### src/rtl/mips_pkg.sv
// Shared definitions for the MIPS interrupt controller slice.
// Holds the FSM state encoding and the default ISR vector layout.
package mips_pkg;

    localparam logic [1:0] ST_IDLE    = 2'd0;
    localparam logic [1:0] ST_ISSUE   = 2'd1;
    localparam logic [1:0] ST_SERVICE = 2'd2;

    localparam logic [15:0] VEC_BASE_DEF   = 16'h0040;
    localparam logic [15:0] VEC_STRIDE_DEF = 16'h0004;

endpackage

### src/rtl/mips_irq_controller_if.sv
// Bus between request sources / core and the interrupt controller.
// Ports: requests, mask write, irq_done in; pulse, vector, status out.
interface mips_irq_controller_if #(
    parameter int NUM_IRQ = 4
);

    logic [NUM_IRQ-1:0] irq_in;
    logic               mask_we;
    logic [NUM_IRQ-1:0] mask_in;
    logic               irq_done;
    logic               interrupt;
    logic [15:0]        isr_addr;
    logic [2:0]         active_id;
    logic               in_service;
    logic [NUM_IRQ-1:0] pending;
    logic [NUM_IRQ-1:0] mask;

    modport master (
        output irq_in, mask_we, mask_in, irq_done,
        input  interrupt, isr_addr, active_id,
        input  in_service, pending, mask
    );

    modport slave (
        input  irq_in, mask_we, mask_in, irq_done,
        output interrupt, isr_addr, active_id,
        output in_service, pending, mask
    );

endinterface

### src/rtl/irq_priority_enc.sv
// Fixed-priority encoder: lowest set index of eligible wins.
// Ports: eligible in; valid and 3-bit index out (index 0 when none).
module irq_priority_enc #(
    parameter int NUM_IRQ = 4
) (
    input  logic [NUM_IRQ-1:0] eligible,
    output logic               valid,
    output logic [2:0]         index
);

    // Scan downward so the last hit, the lowest index, is kept.
    always_comb begin
        valid = 1'b0;
        index = 3'd0;
        for (int i = NUM_IRQ - 1; i >= 0; i--) begin
            if (eligible[i]) begin
                valid = 1'b1;
                index = 3'(i);
            end
        end
    end

endmodule

### src/rtl/mips_irq_controller.sv
// Edge-detecting, fixed-priority, non-nesting interrupt controller.
// Ports: clk, reset (sync, active-high), bus (slave side of the irq bus).
module mips_irq_controller
    import mips_pkg::*;
#(
    parameter int          NUM_IRQ    = 4,
    parameter logic [15:0] VEC_BASE   = VEC_BASE_DEF,
    parameter logic [15:0] VEC_STRIDE = VEC_STRIDE_DEF
) (
    input logic                 clk,
    input logic                 reset,
    mips_irq_controller_if.slave bus
);

    logic [1:0]         state;
    logic [1:0]         state_next;
    logic [NUM_IRQ-1:0] irq_prev;
    logic [NUM_IRQ-1:0] pending;
    logic [NUM_IRQ-1:0] mask;
    logic [NUM_IRQ-1:0] events;
    logic [NUM_IRQ-1:0] clr;
    logic               enc_valid;
    logic [2:0]         enc_idx;
    logic               sel;
    logic               interrupt;
    logic               in_service;
    logic [15:0]        isr_addr;
    logic [2:0]         active_id;

    assign events = bus.irq_in & ~irq_prev;

    irq_priority_enc #(
        .NUM_IRQ (NUM_IRQ)
    ) u_enc (
        .eligible (pending & mask),
        .valid    (enc_valid),
        .index    (enc_idx)
    );

    assign sel = (state == ST_IDLE) && enc_valid;

    always_comb begin
        clr = '0;
        for (int i = 0; i < NUM_IRQ; i++) begin
            clr[i] = sel && (enc_idx == 3'(i));
        end
    end

    always_comb begin
        state_next = state;
        unique case (state)
            ST_IDLE:    if (enc_valid) state_next = ST_ISSUE;
            ST_ISSUE:   state_next = ST_SERVICE;
            ST_SERVICE: if (bus.irq_done) state_next = ST_IDLE;
            default:    state_next = ST_IDLE;
        endcase
    end

    always_ff @(posedge clk) begin
        if (reset) begin
            state      <= ST_IDLE;
            irq_prev   <= '0;
            pending    <= '0;
            mask       <= '0;
            interrupt  <= 1'b0;
            in_service <= 1'b0;
            isr_addr   <= 16'h0000;
            active_id  <= 3'd0;
        end else begin
            state      <= state_next;
            irq_prev   <= bus.irq_in;
            // A new event on the bit being cleared keeps it set.
            pending    <= (pending & ~clr) | events;
            if (bus.mask_we) mask <= bus.mask_in;
            interrupt  <= (state_next == ST_ISSUE);
            in_service <= (state_next != ST_IDLE);
            if (sel) begin
                active_id <= enc_idx;
                isr_addr  <= VEC_BASE + {13'd0, enc_idx} * VEC_STRIDE;
            end
        end
    end

    assign bus.interrupt  = interrupt;
    assign bus.in_service = in_service;
    assign bus.isr_addr   = isr_addr;
    assign bus.active_id  = active_id;
    assign bus.pending    = pending;
    assign bus.mask       = mask;

endmodule
### src/flat_wrapper.sv
// flat-port wrapper written by rule: the top's interface ports become plain ports
module mips_irq_controller_flat import mips_pkg::*;
#(
    parameter int          NUM_IRQ    = 4,
    parameter logic [15:0] VEC_BASE   = VEC_BASE_DEF,
    parameter logic [15:0] VEC_STRIDE = VEC_STRIDE_DEF
)
  (clk, reset, bus_irq_in, bus_mask_we, bus_mask_in, bus_irq_done, bus_interrupt, bus_isr_addr, bus_active_id, bus_in_service, bus_pending, bus_mask);
  mips_irq_controller_if #(.NUM_IRQ(NUM_IRQ)) bus_i ();
  input logic clk;
  input logic reset;
  input wire logic [$bits(bus_i.irq_in)-1:0] bus_irq_in;
  input wire logic [$bits(bus_i.mask_we)-1:0] bus_mask_we;
  input wire logic [$bits(bus_i.mask_in)-1:0] bus_mask_in;
  input wire logic [$bits(bus_i.irq_done)-1:0] bus_irq_done;
  output wire logic [$bits(bus_i.interrupt)-1:0] bus_interrupt;
  output wire logic [$bits(bus_i.isr_addr)-1:0] bus_isr_addr;
  output wire logic [$bits(bus_i.active_id)-1:0] bus_active_id;
  output wire logic [$bits(bus_i.in_service)-1:0] bus_in_service;
  output wire logic [$bits(bus_i.pending)-1:0] bus_pending;
  output wire logic [$bits(bus_i.mask)-1:0] bus_mask;
  assign bus_i.irq_in = bus_irq_in;
  assign bus_i.mask_we = bus_mask_we;
  assign bus_i.mask_in = bus_mask_in;
  assign bus_i.irq_done = bus_irq_done;
  assign bus_interrupt = bus_i.interrupt;
  assign bus_isr_addr = bus_i.isr_addr;
  assign bus_active_id = bus_i.active_id;
  assign bus_in_service = bus_i.in_service;
  assign bus_pending = bus_i.pending;
  assign bus_mask = bus_i.mask;
  mips_irq_controller #(.NUM_IRQ(NUM_IRQ), .VEC_BASE(VEC_BASE), .VEC_STRIDE(VEC_STRIDE)) u_core (.clk(clk), .reset(reset), .bus(bus_i));
endmodule
### config.mk
export PLATFORM = sky130hd
export DESIGN_NAME = mips_irq_controller_flat
export DESIGN_NICKNAME = d
export VERILOG_FILES = /design/src/rtl/mips_pkg.sv /design/src/rtl/mips_irq_controller_if.sv /design/src/rtl/irq_priority_enc.sv /design/src/rtl/mips_irq_controller.sv /design/src/flat_wrapper.sv
export SDC_FILE = /design/constraint.sdc
export NUM_CORES = 1
export LEC_CHECK = 0
export BUFFER_PORTS_ARGS = -buffer_cell sky130_fd_sc_hd__buf_2
export CAP_MARGIN = 20
export CORE_MARGIN = 3
export CORE_UTILIZATION = 44
export CTS_BUF_LIST = sky130_fd_sc_hd__clkbuf_16
export CTS_CLUSTER_SIZE = 30
export DETAILED_ROUTE_END_ITERATION = 10
export GPL_ROUTABILITY_DRIVEN = 0
export GPL_TIMING_DRIVEN = 0
export HOLD_SLACK_MARGIN = 0.12
export PLACE_DENSITY = 0.86
export SLEW_MARGIN = 20
export SYNTH_ARGS = -nofsm -noshare
export SYNTH_HDL_FRONTEND = slang
export SYNTH_HIERARCHICAL = 1
export SYNTH_SLANG_ARGS = --single-unit
### constraint.sdc
create_clock -name clk -period 2.7 [get_ports clk]
set_clock_uncertainty 0.1 [all_clocks]
set_input_delay 0.405 -clock clk [delete_from_list [all_inputs] [get_ports clk]]
set_output_delay 0.405 -clock clk [all_outputs]
set_load 0.01 [all_outputs]
==> results of run 1 <==
## per-layer routing
metal,vias up,wire length (um),share of wire (%)
met5,-,0,0
met4,0,38,2.2
met3,4,165,9.6
met2,38,813,47
met1,321,704,41
li1,370,-,-
## critical path, stage by stage (launching register included)
cell and delay, ps:
dfxtp_1 360, and2_1 200, nor2_1 70, nand2_1 70, or3b_1 340, buf_2 180, or4b_1 510, a32o_1 280
## registers in the layout (all words and copies together) (netlist names)
register,count
u_core/bus.mask,4
u_core/bus.active_id,2
u_core/bus.interrupt,1
u_core/bus.in_service,1
u_core/bus.pending,4
u_core/irq_prev,4
u_core/state,2
u_core/bus.isr_addr,2
## metrics by stage
stage	cell area [um2]	setup WS, ps
finish	1160	484
floorplan	913	641
detailed placement	1080	515
CTS	1160	492
global route	1160	414
global placement	1080	591
## cells in the mapped netlist (all sizes together)
cell type / n / area share [%]
a21oi: 5 / 3.3
a32o: 2 / 2.3
and2: 4 / 2.9
and4b: 1 / 1.1
buf: 17 / 14
clkbuf: 2 / 0.86
conb: 2 / 0.86
dfxtp: 20 / 46
inv: 6 / 2.6
mux2i: 5 / 5.7
nand2: 9 / 3.9
nand2b: 1 / 0.72
nor2: 12 / 5.2
nor2b: 4 / 2.9
nor3: 1 / 0.57
nor3b: 1 / 0.86
nor4b: 1 / 1.0
o2bb2ai: 2 / 2.0
or3b: 1 / 1.0
or4: 1 / 0.86
or4b: 1 / 1.1
## worst min-delay path by stage
stage / to
after floorplan: u_core/bus.pending[1]
after global placement: u_core/bus.pending[3]
after detailed placement: u_core/bus.pending[3]
after CTS: u_core/bus.mask[1]
after global routing: u_core/bus.mask[1]
final: u_core/bus.mask[1]
## cell type report
class                      instances  share of cell area, %
clock inverter                     1                  0.324
tap                               25                   2.70
clock buffer                       3                   6.48
timing repair buffer              27                   11.7
inverter                           6                   1.94
sequential                        20                   34.6
multi-input combinational         64                   30.9
buffer                            19                   11.4
## kinds of logic after synthesis
logic type             Yosys count  synth area share (%)
AND/OR/NAND/NOR                 37                  22.1
buffers and inverters           25                  17.8
flip-flops                      20                  45.9
AO/OA/AOI/OAI                    9                  7.60
multiplexers                     5                  5.74
other                            2                 0.861
## power breakdown
| group | switching, mW | internal, mW | total [mW] |
|---|---|---|---|
| sequential | 0.0120 | 0.316 | 0.328 |
| clock | 0.105 | 0.197 | 0.302 |
| combinational | 0.0565 | 0.0517 | 0.108 |
==> results.ini, run 1 <==
[drt]
drtPass1Iterations=4
via_count=733
via_per_inst=4.44
wl_per_cell_um=10.4
post-route-drc-count=0
drt_iter0_markers=4
drtAntennaViolNets=0
wirelength_mm=1.72

[sta]
setup_tns_ps=0
hold_viol_final=0
worst_pin_slew_ps=497
relSlewSlack_pct=66.8
fin_crit_ps=2220
rsz0062_at_grt=false
finalHoldWorstSlack_ps=296
slew_violations=0
setup_viol=0
finalCritPeriodShare_pct=82.1
fmax_mhz=451

[global_routing]
overflow=0
met3_usage_pct=4.45
grt.total_usage_pct=15.2
grt_util_met1_pct=16.3
grt_busiest_layer=met2
grt_pass1_wl_mm=2.88
antenna_found_initial=0
use_met2_pct=25.2
grt_start_max_net_pins=12
grt_pass1_vias=708

[setup_path]
r2r_end=u_core/bus.pending[2]
cp.required_ps=2740
r2r_setup_slack_ps=480
worst_ep_arrival_time_ps=2260
critPathKind=register to register
path_max_fanout=9
critPathLaunchType=register
cp-startpoint=u_core/bus.mask[0]
endpoint=u_core/bus.pending[2]
end_kind=register
ff2ff_path_depth=7
reg2reg_from=u_core/bus.mask[0]

[place]
post-place-cells=161
hpwlAfterDp_mm=1.34
port_buffers=27

[worst_hold_path]
holdPathStages=3
hp-class=input pin to register
worstHoldStart=bus_mask_in[1]

[synth]
netlist_instances=98
yosysUniqueCellTypes=23
synth_area_um2=872
ys_seq_area_share_pct=45.9
ys_ff_latch=20
ys.warnings.count=6
avgSynthCellArea_um2=8.90

[die]
rows=15
die_h_um=50.5
initial_core_util_pct=48.4
boundaryPins=41
coreArea_um2=1800
die_w_um=50.5
die_area_um2=2550

[clock_network]
clk_path_buf_depth=2
cts_setup_buffers=0
path_clk_slew_ps=50
cts_tree=yes
cts_resized=0
clkSinkCount=20
ctsHoldBuffers=0
numCtsBuffers=3
cts-root-buf=clkbuf_16
h-tree-depth=1
clk_latency_ps=250

[cells_and_area]
fin_cells=165
fin_util_pct=64.3
regArea_um2=400
syn_to_final_growth_pct=32.9
layout-drive-gt1-share_pct=34.3
mostFrequentLayoutCells=28 x buf_2, 20 x dfxtp_1, 16 x buf_4, 13 x conb_1, 12 x nor2_1
antenna_cells=0
nets=153
multi_input_area_um2=358
fill_cells=161
final_common_cell=buf_2

[power_and_ir_drop]
p_leak_nw=0.594
finalPower_uw=738
ir_drop_uv=387
power.density_nw_per_um2=637

[run]
drv_cap=0

[run_status]
status=completed

Note: power is estimated with default switching activity, not from simulation.
==> run 2: changes to the inputs <==
--- a/config.mk
+++ b/config.mk
@@ -5,17 +5,18 @@
 export SDC_FILE = /design/constraint.sdc
 export NUM_CORES = 1
 export LEC_CHECK = 0
+export ABC_AREA = 1
 export BUFFER_PORTS_ARGS = -buffer_cell sky130_fd_sc_hd__buf_2
 export CAP_MARGIN = 20
 export CORE_MARGIN = 3
-export CORE_UTILIZATION = 44
+export CORE_UTILIZATION = 46
 export CTS_BUF_LIST = sky130_fd_sc_hd__clkbuf_16
 export CTS_CLUSTER_SIZE = 30
 export DETAILED_ROUTE_END_ITERATION = 10
 export GPL_ROUTABILITY_DRIVEN = 0
 export GPL_TIMING_DRIVEN = 0
 export HOLD_SLACK_MARGIN = 0.12
-export PLACE_DENSITY = 0.86
+export PLACE_DENSITY = 0.88
 export SLEW_MARGIN = 20
 export SYNTH_ARGS = -nofsm -noshare
 export SYNTH_HDL_FRONTEND = slang
==> constraint.sdc (replaced) <==
create_clock -name clk -period 2.15 [get_ports clk]
set_clock_uncertainty 0.1 [all_clocks]
set_input_delay 0.3225 -clock clk [delete_from_list [all_inputs] [get_ports clk]]
set_output_delay 0.3225 -clock clk [all_outputs]
set_load 0.01 [all_outputs]
==> run 2 against run 1 <==
Clock power grew 24%. Design area grew 7.1%. Synthesized area grew 8.9%. Largest cell class unchanged. Register-to-register slack gained 80 ps. Sequential share of layout area shrank 2.3 points.
==> results.ini, run 2 <==
[place]
dpl_cell_area_um2=1160  ; +7.6%
port_buffers=28  ; +3.7%
post-place-ws_ps=627  ; +112 ps
hpwlAfterDp_mm=1.48  ; +11%
post-place-cells=200  ; +24%

[setup_path]
cp_top_family=simple AND/OR/NAND/NOR gates
cp.required_ps=2200  ; -540 ps
critPathKind=register to register
path_max_fanout=5  ; -4
end_kind=register
cpMostUsedCell=nand2_1
worst_ep_arrival_time_ps=1630  ; -630 ps
reg2reg_from=u_core/bus.pending[2]
slowest_delay_ps=440  ; -70 ps
slowest_stage=nor3_1
cp-startpoint=u_core/bus.pending[2]
cp_cell_sequence=nand2_1 > inv_1 > nor2_1 > nor3_1 > nand2_1 > nor2_1 > nand2_1 > nand2_1 > nand2_1
path_buf_inv=1  ; unchanged
critPathLaunchType=register

[global_routing]
grt_pass1_vias=722  ; +2.0%
antenna_found_initial=0  ; unchanged
grt.total_usage_pct=15.0  ; -0.21 points
grt_pass1_wl_mm=3.02  ; +4.8%
overflow=0  ; unchanged
grt_start_max_net_pins=12  ; unchanged

[cells_and_area]
final_cell_area_um2=1240  ; +7.1%
layout-drive-gt1-share_pct=30.2  ; -4.1 points
syn_to_final_growth_pct=30.7
antenna_cells=0  ; unchanged
largestRegisters=u_core/bus.mask: 4 flops, u_core/bus.pending: 4 flops, u_core/irq_prev: 4 flops
mostFrequentLayoutCells=28 x buf_2, 28 x nor2_1, 27 x nand2_1, 23 x inv_1, 20 x dfxtp_1
fin_cells=204  ; +24%
fin_util_pct=67.5  ; +3.2 points
nets=192  ; +25%

[synth]
synthArstFlopShare_pct=0  ; unchanged
synth_xor_area_share_pct=0  ; unchanged
yosysUniqueCellTypes=17  ; -26%
ys_ff_latch=20  ; unchanged
yosys-top-cells-count=28 x nor2_1, 27 x nand2_1, 23 x inv_1
synth-edff-count=0  ; unchanged
synth-simple-area-share_pct=28.1  ; +6.0 points
ys_seq_area_share_pct=42.2  ; -3.8 points
synth_mux_area_share_pct=0  ; -5.7 points
synth_top_family_by_area=simple AND/OR/NAND/NOR gates
synthAdderAreaFrac_pct=0  ; unchanged
synth_most_common_cell=nor2_1
synth_area_leader_cell=dfxtp_1
netlist_instances=136  ; +39%
synth-compound-area-share_pct=5.40  ; -2.2 points
ys.warnings.count=6  ; unchanged
synth_area_um2=950  ; +8.9%
avgSynthCellArea_um2=6.98  ; -22%
yosysTopAreaCellShare_pct=42.2  ; -3.8 points
synth_area_leaders=dfxtp_1 42%, buf_4 13%, nor2_1 11%
ys.flop_type=dfxtp_1

[clock_network]
clkSinkCount=20  ; unchanged
ctsHoldBuffers=0  ; unchanged
clk_latency_ps=250  ; about the same
cts-root-buf=clkbuf_16
path_clk_slew_ps=50  ; about the same
numCtsBuffers=3  ; unchanged
cts_setup_buffers=0  ; unchanged
clk_path_buf_depth=2  ; unchanged
cts_tree=yes
h-tree-depth=1  ; unchanged
cts_resized=0  ; unchanged

[worst_hold_path]
hp-class=input pin to register
worstHoldStart=bus_irq_in[1]

[run_status]
status=completed

[drt]
drt_iter0_markers=20  ; +16
via_count=860  ; +17%
via_per_inst=4.22  ; -5.1%
wl_per_cell_um=9.27  ; -11%
wirelength_mm=1.89  ; +9.9%
drtPass1Iterations=6  ; +2
post-route-drc-count=0  ; unchanged
drtAntennaViolNets=0  ; unchanged

[power_and_ir_drop]
p_leak_nw=0.723  ; +22%
ir_drop_uv=691  ; +78%
finalPower_uw=993  ; +34%
power.density_nw_per_um2=800  ; +25%

[sta]
setup_tns_ps=0  ; unchanged
finalCritPeriodShare_pct=73.5  ; -8.5 points
slew_violations=0  ; unchanged
worst_pin_slew_ps=553  ; +56.6 ps
finalHoldWorstSlack_ps=189  ; -108 ps
setup_viol=0  ; unchanged
finalWorstSetupSlack_ps=569  ; +84.7 ps
rsz0062_at_grt=false
fmax_mhz=633  ; +40%
relSlewSlack_pct=62.8  ; -4.0 points
fin_crit_ps=1580  ; -635 ps
hold_viol_final=0  ; unchanged

[run]
drv_cap=0  ; unchanged

[die]
rows=15  ; unchanged
die_h_um=51.4  ; +1.8%
die_w_um=51.4  ; +1.8%
die_area_um2=2650  ; +3.7%
initial_core_util_pct=51.6  ; +3.2 points
coreArea_um2=1840  ; +2.1%
boundaryPins=41  ; unchanged

==> run 2: cell families after synthesis <==
logic type | after synthesis
compound gates | 9
flops | 20
simple gates | 64
other cells | 2
buf+inv | 41
==> run 2: worst paths after layout <==
check        cells past startpoint  slack (ps)                     to
max                              9         570  u_core/bus.pending[2]
min                              3         190     u_core/irq_prev[1]
max reg2reg                      9         570  u_core/bus.pending[2]
min reg2reg                      3         350  u_core/bus.pending[0]
==> run 2: area by class of cell <==
| cell class | instances | area (um2) |
|---|---|---|
| Buffer | 17 | 131 |
| Timing Repair Buffer | 28 | 140 |
| Sequential cell | 20 | 400 |
| Clock inverter | 1 | 3.75 |
| Tap cell | 25 | 31.3 |
| Inverter | 24 | 92.6 |
| Fill cell | 179 | 598 |
| Clock buffer | 3 | 75.1 |
| Multi-Input combinational cell | 86 | 367 |
==> run 2: where the power goes <==
group	internal, mW	switching [mW]
clock	0.247	0.127
sequential	0.405	0.0195
combinational	0.0835	0.110
total	0.736	0.257
==> run 2: metal layers <==
layer / up-vias / wire (um) / track usage, %
met5: - / 0 / 0
met2: 44 / 1010 / 26.7
met4: 0 / 9 / 3.93
met1: 360 / 738 / 17.2
li1: 454 / - / -
met3: 2 / 134 / 4.37
==> run 2: worst reg2reg max path, cell delays in order, from the launching register on <==
cell,delay [ps]
dfxtp_1,370
nand2_1,70
inv_1,60
nor2_1,60
nor3_1,440
nand2_1,120
nor2_1,100
nand2_1,50
nand2_1,50
nand2_1,40
